===== src/rtl/uart_tx_sched.sv =====
// uart_tx_sched
//   Shares one UART byte transmitter between NUM_REQ byte producers.
//   A free-running counter produces the transmitter's baud tick. A round-robin
//   arbiter picks a pending byte, loads it into the transmitter, and then waits
//   on the transmitter's busy/done outputs before it picks again. A requester
//   that sends a byte not marked last keeps the grant until its frame ends.
//
// Ports
//   clk       : clock, rising edge
//   reset     : asynchronous, active-high reset
//   reqValid  : per-requester byte pending
//   reqData   : per-requester byte, requester i in [8i+7:8i]
//   reqLast   : per-requester frame-end flag for the pending byte
//   reqReady  : per-requester one-cycle accept pulse
//   txEn      : baud tick to the transmitter (one cycle every BAUD_DIV)
//   txData    : byte to the transmitter
//   txValid   : byte-load strobe to the transmitter
//   txBusy    : transmitter busy, start bit through stop bit
//   txDone    : transmitter entered its stop bit (one pulse per byte)
//   grantId   : current or last granted requester
//   locked    : frame in progress, grant held
module uart_tx_sched #(
  parameter int NUM_REQ  = 4,
  parameter int BAUD_DIV = 868,
  parameter int CNT_W    = $clog2(BAUD_DIV)
) (
  input  logic                       clk,
  input  logic                       reset,
  input  logic [NUM_REQ-1:0]         reqValid,
  input  logic [8*NUM_REQ-1:0]       reqData,
  input  logic [NUM_REQ-1:0]         reqLast,
  output logic [NUM_REQ-1:0]         reqReady,
  output logic                       txEn,
  output logic [7:0]                 txData,
  output logic                       txValid,
  input  logic                       txBusy,
  input  logic                       txDone,
  output logic [$clog2(NUM_REQ)-1:0] grantId,
  output logic                       locked
);

  localparam int ID_W = $clog2(NUM_REQ);

  typedef enum logic [1:0] {IDLE, ISSUE, WAIT_BUSY, WAIT_DONE} state_t;

  state_t            state;
  state_t            state_next;
  logic [CNT_W-1:0]  baud_cnt;
  logic [ID_W-1:0]   rr_ptr;
  logic              frame_end;
  logic [NUM_REQ-1:0] elig;
  logic [ID_W-1:0]   cand;
  logic [ID_W-1:0]   pick_id;
  logic              pick_found;

  // txEn is registered, so it is raised one count early to be high while the
  // counter sits at BAUD_DIV-1; the first tick lands on cycle BAUD_DIV-1.
  always_ff @(posedge clk or posedge reset) begin
    if (reset) begin
      baud_cnt <= '0;
      txEn     <= 1'b0;
    end else begin
      baud_cnt <= (baud_cnt == CNT_W'(BAUD_DIV - 1)) ? '0 : baud_cnt + CNT_W'(1);
      txEn     <= (baud_cnt == CNT_W'(BAUD_DIV - 2));
    end
  end

  // While a frame is open only the lock holder is eligible, so the search
  // start point does not matter in that case.
  always_comb begin
    elig       = reqValid;
    cand       = '0;
    pick_id    = '0;
    pick_found = 1'b0;
    if (locked) elig = reqValid & (NUM_REQ'(1) << grantId);
    for (int i = 0; i < NUM_REQ; i++) begin
      cand = ID_W'((int'(rr_ptr) + i) % NUM_REQ);
      if (!pick_found && elig[cand]) begin
        pick_found = 1'b1;
        pick_id    = cand;
      end
    end
  end

  // Waiting on txDone (stop-bit entry) rather than on busy falling lets the
  // next byte load during the stop bit, so frames go out back to back.
  always_comb begin
    state_next = state;
    case (state)
      IDLE:      if (pick_found) state_next = ISSUE;
      ISSUE:     state_next = WAIT_BUSY;
      WAIT_BUSY: if (txBusy) state_next = WAIT_DONE;
      WAIT_DONE: if (txDone) state_next = IDLE;
      default:   state_next = IDLE;
    endcase
  end

  always_comb begin
    txValid  = 1'b0;
    reqReady = '0;
    if (state == ISSUE) begin
      txValid           = 1'b1;
      reqReady[grantId] = 1'b1;
    end
  end

  always_ff @(posedge clk or posedge reset) begin
    if (reset) begin
      state     <= IDLE;
      rr_ptr    <= '0;
      locked    <= 1'b0;
      grantId   <= '0;
      txData    <= '0;
      frame_end <= 1'b0;
    end else begin
      state <= state_next;
      if (state == IDLE && pick_found) begin
        grantId   <= pick_id;
        txData    <= reqData[{pick_id, 3'b000} +: 8];
        frame_end <= reqLast[pick_id];
      end
      // The pointer only moves when a frame closes, so a multi-byte frame
      // does not skew fairness between requesters.
      if (state == ISSUE) begin
        if (frame_end) begin
          locked <= 1'b0;
          rr_ptr <= (grantId == ID_W'(NUM_REQ - 1)) ? '0 : grantId + ID_W'(1);
        end else begin
          locked <= 1'b1;
        end
      end
    end
  end

endmodule

===== config.mk =====
export PLATFORM = sky130hd
export DESIGN_NAME = uart_tx_sched
export DESIGN_NICKNAME = d
export VERILOG_FILES = /design/src/rtl/uart_tx_sched.sv
export SDC_FILE = /design/constraint.sdc
export NUM_CORES = 1
export LEC_CHECK = 0
export ABC_AREA = 0
export CORE_MARGIN = 2
export CORE_UTILIZATION = 45
export CTS_CLUSTER_DIAMETER = 200
export CTS_CLUSTER_SIZE = 8
export DETAILED_ROUTE_END_ITERATION = 16
export GPL_TIMING_DRIVEN = 0
export PLACE_DENSITY = 0.79
export SYNTH_ARGS = -nofsm -noshare
export SYNTH_HDL_FRONTEND = slang
export SYNTH_SLANG_ARGS = --single-unit

===== constraint.sdc =====
create_clock -name clk -period 4.65 [get_ports clk]
set_clock_uncertainty 0.1 [all_clocks]
set_input_delay 0.6975 -clock clk [delete_from_list [all_inputs] [get_ports clk]]
set_output_delay 0.6975 -clock clk [all_outputs]
set_load 0.005 [all_outputs]

==> impl_metrics.ini, run 1 <==
[status]
status = complete, no violations

[floorplan]
die_y_um = 67.21
placementRows = 22
core_um2 = 3744
start_util_pct = 48.03
die_area_um2 = 4517
die_w_um = 67.21
ios = 61

[sta]
report.final.slew_viol_count = 0
rsz0062_at_grt = false
period_share_pct = 58.33
tightest_slew_ns = 0.9701
fin_tns_setup_ns = 0
slew_headroom_pct = 35.26
final.min_clock_period_ns = 2.712
hold_viol_final = 0
timing.fmax_mhz = 368.7
setup_viol = 0

[clock_tree]
cts.sinks = 27
cts_tree = done
cts_buffer_depth = 2
cts-resized-gates = 0
post_cts_buffers = 0
ctsHoldBuffers = 0
clk_latency_ns = 0.27
cts.clk_slew.worst_paths_ns = 0.09
cts-root-buf = clkbuf_8
ctsHtreeMaxLevel = 1
numCtsBuffers = 3

[final_layout]
nNetsFinal = 292
final_layout_size_suffix_gt1_share_pct = 11.81
syn2layout_area_growth_pct = 39.32
antenna_cells = 0

[logic_synthesis]
async_flop_share_pct = 100.0
synthesis.nets = 227
synth_cells = 173
synth-edff-count = 0
syn-cell-area_um2 = 1798
syn_area_per_cell_um2 = 10.39
yosys-top-cells-area = dfrtp_1 (38%), mux2i_1 (13%), mux2_2 (7.5%)
yosysSeqAreaShare_pct = 37.58
synth_flop_cell = dfrtp_1
synth_warnings = 0
ys_types = 39
ys_ff_latch = 27
yosysTopAreaCellShare_pct = 37.58
yosys.area.top_type = dfrtp_1

[grt]
grt_max_degree = 28
grt_pass1_vias = 1428
grt-ovfl-total = 0
antenna_found_initial = 0
grt_pass1_wl_mm = 6.272
track_usage_pct = 17.67

[detailed_routing]
avgViaCountPerCell = 5.193
route.detailed.wl_per_inst_um = 13.20
dr.pass1.iters = 4
vias = 1480
drc_errors = 0
wl_mm = 3.763
ant_nets = 0
drt_iter0_drc = 83

[power_and_ir_drop]
p_int_uw = 839.6
p_leak_nw = 1.091
power_mw = 1.359
sw_frac_of_total_pct = 38.24
power.density_nw_per_um2 = 542.7
clockPowerShare_pct = 9.6
p_switching_uw = 519.9
power_frac_seq_pct = 26.0
p_comb_share_pct = 64.4
irDropWorstVdd_mv = 0.2763

[worst_setup_path]
required_ns = 4.75
path_class = reg -> reg
crit_arrival_ns = 2.81
end_kind = register
cp-start-kind = register
cp_max_fo = 10

[place]
gp_congestion = 0.7983
io_buffers = 60
hpwl_mm = 2.969

[worst_hold_path]
hold_class = reg -> reg

[flow_run]
max-cap-violations = 0
[cells in the final DEF (no fill, tap or decap), drive strengths merged, types with 2 or more instances in the layout]
master and instances:
a21oi 3, and2 6, and3 5, buf 4, clkbuf 6, clkdlybuf4s50 60
dfrtp 27, ha 10, inv 11, mux2 14, mux2i 23, nand2 13
nand3 6, nor2 9, nor3 2, o21ai 13, o22ai 2, xnor2 5
xor2 2
[path summary, 6_finish.rpt]
kind / startpoint / to / slack, ns / depth (start not counted)
min reg2reg: txData[0] / txData[0] / 0.39 / 2
max in group asynchronous: reset / baud_cnt[1] / 3.02 / 2
max reg2reg: grantId[0] / txData[6] / 1.94 / 11
max: grantId[0] / txData[6] / 1.94 / 11
min in group asynchronous: reset / baud_cnt[4] / 0.84 / 2
min: txData[0] / txData[0] / 0.39 / 2
[sequential cells by signal (all words and copies together), names as in the netlist]
name / cells
grantId: 2
txData: 8
locked: 1
baud_cnt: 10
frame_end: 1
state: 2
txEn: 1
rr_ptr: 2
[power by group through the flow]
stage          Clock (mW)  Sequential [mW]  Combinational, mW
6_report            0.130            0.353              0.876
5_1_grt             0.146            0.362              0.958
4_1_cts             0.134            0.353              0.888
3_5_place_dp            0            0.358              0.884
3_3_place_gp            0            0.355              0.875
2_1_floorplan           0            0.353              0.614
[Yosys cell counts (2+ instances only)]
| cell | count |
|---|---|
| a21oi_1 | 2 |
| and2_1 | 6 |
| and3_1 | 5 |
| buf_6 | 3 |
| clkbuf_1 | 3 |
| dfrtp_1 | 27 |
| ha_1 | 10 |
| inv_1 | 11 |
| mux2_2 | 12 |
| mux2_4 | 2 |
| mux2i_1 | 23 |
| nand2_1 | 13 |
| nand3_1 | 6 |
| nor2_1 | 9 |
| nor3_1 | 2 |
| o21ai_0 | 3 |
| o21ai_1 | 9 |
| xnor2_1 | 5 |
| xor2_1 | 2 |
[critical path, stage by stage (launching register included)]
cell      delay (ns)
dfrtp_1         0.45
inv_1           0.12
ha_1            0.25
mux2_4          0.28
o221ai_4        0.21
and3b_1         0.22
o22a_1          0.20
buf_6           0.16
buf_12          0.15
mux2i_1         0.12
mux2_2          0.26
o21ai_1         0.12
[through the flow]
stage	util, %	cells	hold slack, ns	setup slack, ns	instance area (µm²)
floorplan	-	173	0.3559	2.186	1798
global placement	65.68	281	0.3668	1.697	2459
detailed placement	65.68	281	0.3746	1.706	2459
CTS	66.91	285	0.3956	1.930	2505
global route	66.91	285	0.4193	1.788	2505
finish	66.91	285	0.3942	1.938	2505
[final cells by class]
cell class,instances,area [µm²]
fill,330,1239
multi-input combinational,128,1016
sequential,27,675.6
timing repair buffer,60,600.6
buffer,7,65.06
tap,48,60.06
clock buffer,3,41.29
inverter,11,41.29
clock inverter,1,5.005
[cells by family (layout without fill, tap and decap cells)]
kind of cell | count (synthesis) | count (layout) | synth area share, %
DFF | 27 | 27 | 37.58
xor gates and xnor gates | 7 | 7 | 3.410
adders and majority gates | 10 | 10 | 6.959
AOI/OAI and AO/OA | 28 | 28 | 11.55
muxes | 37 | 37 | 21.99
buffers and inverters | 18 | 82 | 5.915
and+or+nand+nor | 46 | 46 | 12.60
[metal layers]
layer | vias to the layer above | share of wire, % | wire length, µm | GRT usage [%]
li1 | 732 | - | - | -
met1 | 703 | 44 | 1641 | 23.88
met2 | 43 | 50 | 1899 | 30.20
met3 | 2 | 5.2 | 197 | 3.000
met4 | 0 | 0.64 | 24 | 3.061
met5 | - | 0 | 0 | 0
Power figures use the tool's default switching activity.
==> inputs of run 2 (changes only) <==
- clock period: 4.65 -> 2.5 ns (I/O delays scaled with it)
==> run 2 against run 1 <==
Compared with the run above: clock-buffer cell count did not move; power rose by 120%; non-clock buffer count rose by 11; register-to-register slack got worse by 1.9 ns; worst setup slack got worse by 1.9 ns; final area rose by 8.0%; core utilization rose by 5.4 points; sequential share of layout area fell by 2.0 points; global-route usage rose by 1.5 points; routed wire length rose by 9.9%; combinational power rose by 140%; critical path type unchanged; critical endpoint unchanged; largest power group unchanged; highest routed layer unchanged.
==> impl_metrics.ini, run 2 (synthesis results as in run 1) <==
[detailed_routing]
dr.pass1.iters = 4
vias = 1555
avgViaCountPerCell = 5.236
route.detailed.wl_per_inst_um = 13.93
wl_mm = 4.137
ant_nets = 0
drc_errors = 0
drt_iter0_drc = 130

[floorplan]
die_w_um = 67.21
core_um2 = 3744
die_area_um2 = 4517
placementRows = 22
die_y_um = 67.21
start_util_pct = 48.03
ios = 61

[final_layout]
mostFrequentLayoutCells = clkdlybuf4s50_1 (60), dfrtp_1 (26), mux2i_1 (23)
reg.largest.list = baud_cnt: 10 flops, txData: 8 flops
multiInputGateArea_um2 = 1120
final_common_cell = clkdlybuf4s50_1
fin_area_um2 = 2706
layout.filler_cells = 287
top_register = baud_cnt
nNetsFinal = 304
seqCellArea_um2 = 676.9
largest_register_ffs = 10
antenna_cells = 0
syn2layout_area_growth_pct = 50.52
final_layout_size_suffix_gt1_share_pct = 22.49

[worst_hold_path]
hold_class = reg -> reg

[worst_setup_path]
cp_max_fo = 10
crit_arrival_ns = 2.60
required_ns = 2.61
path_class = reg -> reg
end_kind = register
cp-start-kind = register

[clock_tree]
cts-root-buf = clkbuf_8
cts_buffer_depth = 2
numCtsBuffers = 3
cts.clk_slew.worst_paths_ns = 0.09
ctsHtreeMaxLevel = 1
ctsHoldBuffers = 0
cts.sinks = 27
clk_latency_ns = 0.27
cts_tree = done

[sta]
whs_ns = 0.3903
setup_viol = 0
rsz0062_at_grt = true
timing.fmax_mhz = 401.4
report.final.slew_viol_count = 0
final.min_clock_period_ns = 2.491
hold_viol_final = 0
tightest_slew_ns = 0.9688
slew_headroom_pct = 35.34
fin_tns_setup_ns = 0
period_share_pct = 99.66

[power_and_ir_drop]
p_leak_nw = 1.184
irDropWorstVdd_mv = 0.5597
power.density_nw_per_um2 = 1101

[grt]
top_usage_layer = met2
antenna_found_initial = 0
grtUsageMet3_pct = 4.000
grt_pass1_wl_mm = 6.727
grtUsageMet1_pct = 25.05
use_met2_pct = 32.80
grt-ovfl-total = 0
grt_pass1_vias = 1528
track_usage_pct = 19.16
grt_max_degree = 28

[status]
status = complete, no violations

[place]
io_buffers = 60
placed_area_um2 = 2459
gp_congestion = 0.7983
hpwl_mm = 2.969

[flow_run]
max-cap-violations = 0
[run 2: cell types whose count changed in the layout (fill, tap and decap cells not counted), sizes merged]
cell,change
buf,+11
o22ai,+1
[run 2: final cells by class]
| class | instances | area share (%) |
|---|---|---|
| tap | 48 | 2.219 |
| buffer | 7 | 2.450 |
| clock inverter | 1 | 0.1849 |
| multi-input combinational | 129 | 41.38 |
| sequential | 27 | 25.01 |
| timing repair buffer | 71 | 25.70 |
| inverter | 11 | 1.526 |
| clock buffer | 3 | 1.526 |
[run 2: worst max-delay path, stage by stage, from the launching register on]
cell	delay (ns)
dfrtp_1	0.45
inv_2	0.09
ha_4	0.17
mux2_4	0.26
o221ai_4	0.15
and3b_1	0.21
o22a_1	0.20
buf_6	0.14
buf_12	0.14
mux2i_1	0.12
mux2_4	0.27
o21ai_2	0.11
[run 2: report_power, final]
| group | leakage [nW] | internal, mW | switching, mW | total [mW] |
|---|---|---|---|---|
| combinational | 0.827 | 1.15 | 0.918 | 2.07 |
| clock | 0.0255 | 0.112 | 0.130 | 0.242 |
| sequential | 0.332 | 0.566 | 0.0989 | 0.665 |
| total | 1.18 | 1.83 | 1.15 | 2.98 |
[run 2: worst paths after layout]
path                       startpoint     endpoint  slack [ns]  cells past startpoint
min in group asynchronous       reset  baud_cnt[4]        0.52                      2
hold reg to reg             txData[3]    txData[3]        0.39                      2
hold / removal              txData[3]    txData[3]        0.39                      2
max in group asynchronous       reset   grantId[1]        1.13                      2
setup reg to reg           grantId[0]    txData[6]       0.009                     11
setup / recovery           grantId[0]    txData[6]       0.009                     11
[run 2: per-stage QoR]
stage	util (%)	cells	total power, mW	setup WS, ns
2_1_floorplan	-	173	1.798	0.03632
3_3_place_gp	65.68	281	2.287	-0.1676
3_5_place_dp	65.68	281	2.310	-0.1963
4_1_cts	70.66	294	2.853	0.001329
5_1_grt	72.29	297	3.169	-0.05722
6_report	72.29	297	2.979	0.008520
[run 2: timing repair]
action,in CTS,in global routing
gates resized for setup,12,13
pin swaps,3,3
gates cloned,1,0
endpoints found under the setup margin,9,10
setup buffers,8,3
[run 2: metal layers]
metal  share of wire (%)  vias to the layer above
li1                    -                      760
met1                  44                      747
met2                  50                       44
met3                 5.2                        4
met4                0.89                        0
met5                   0                        -
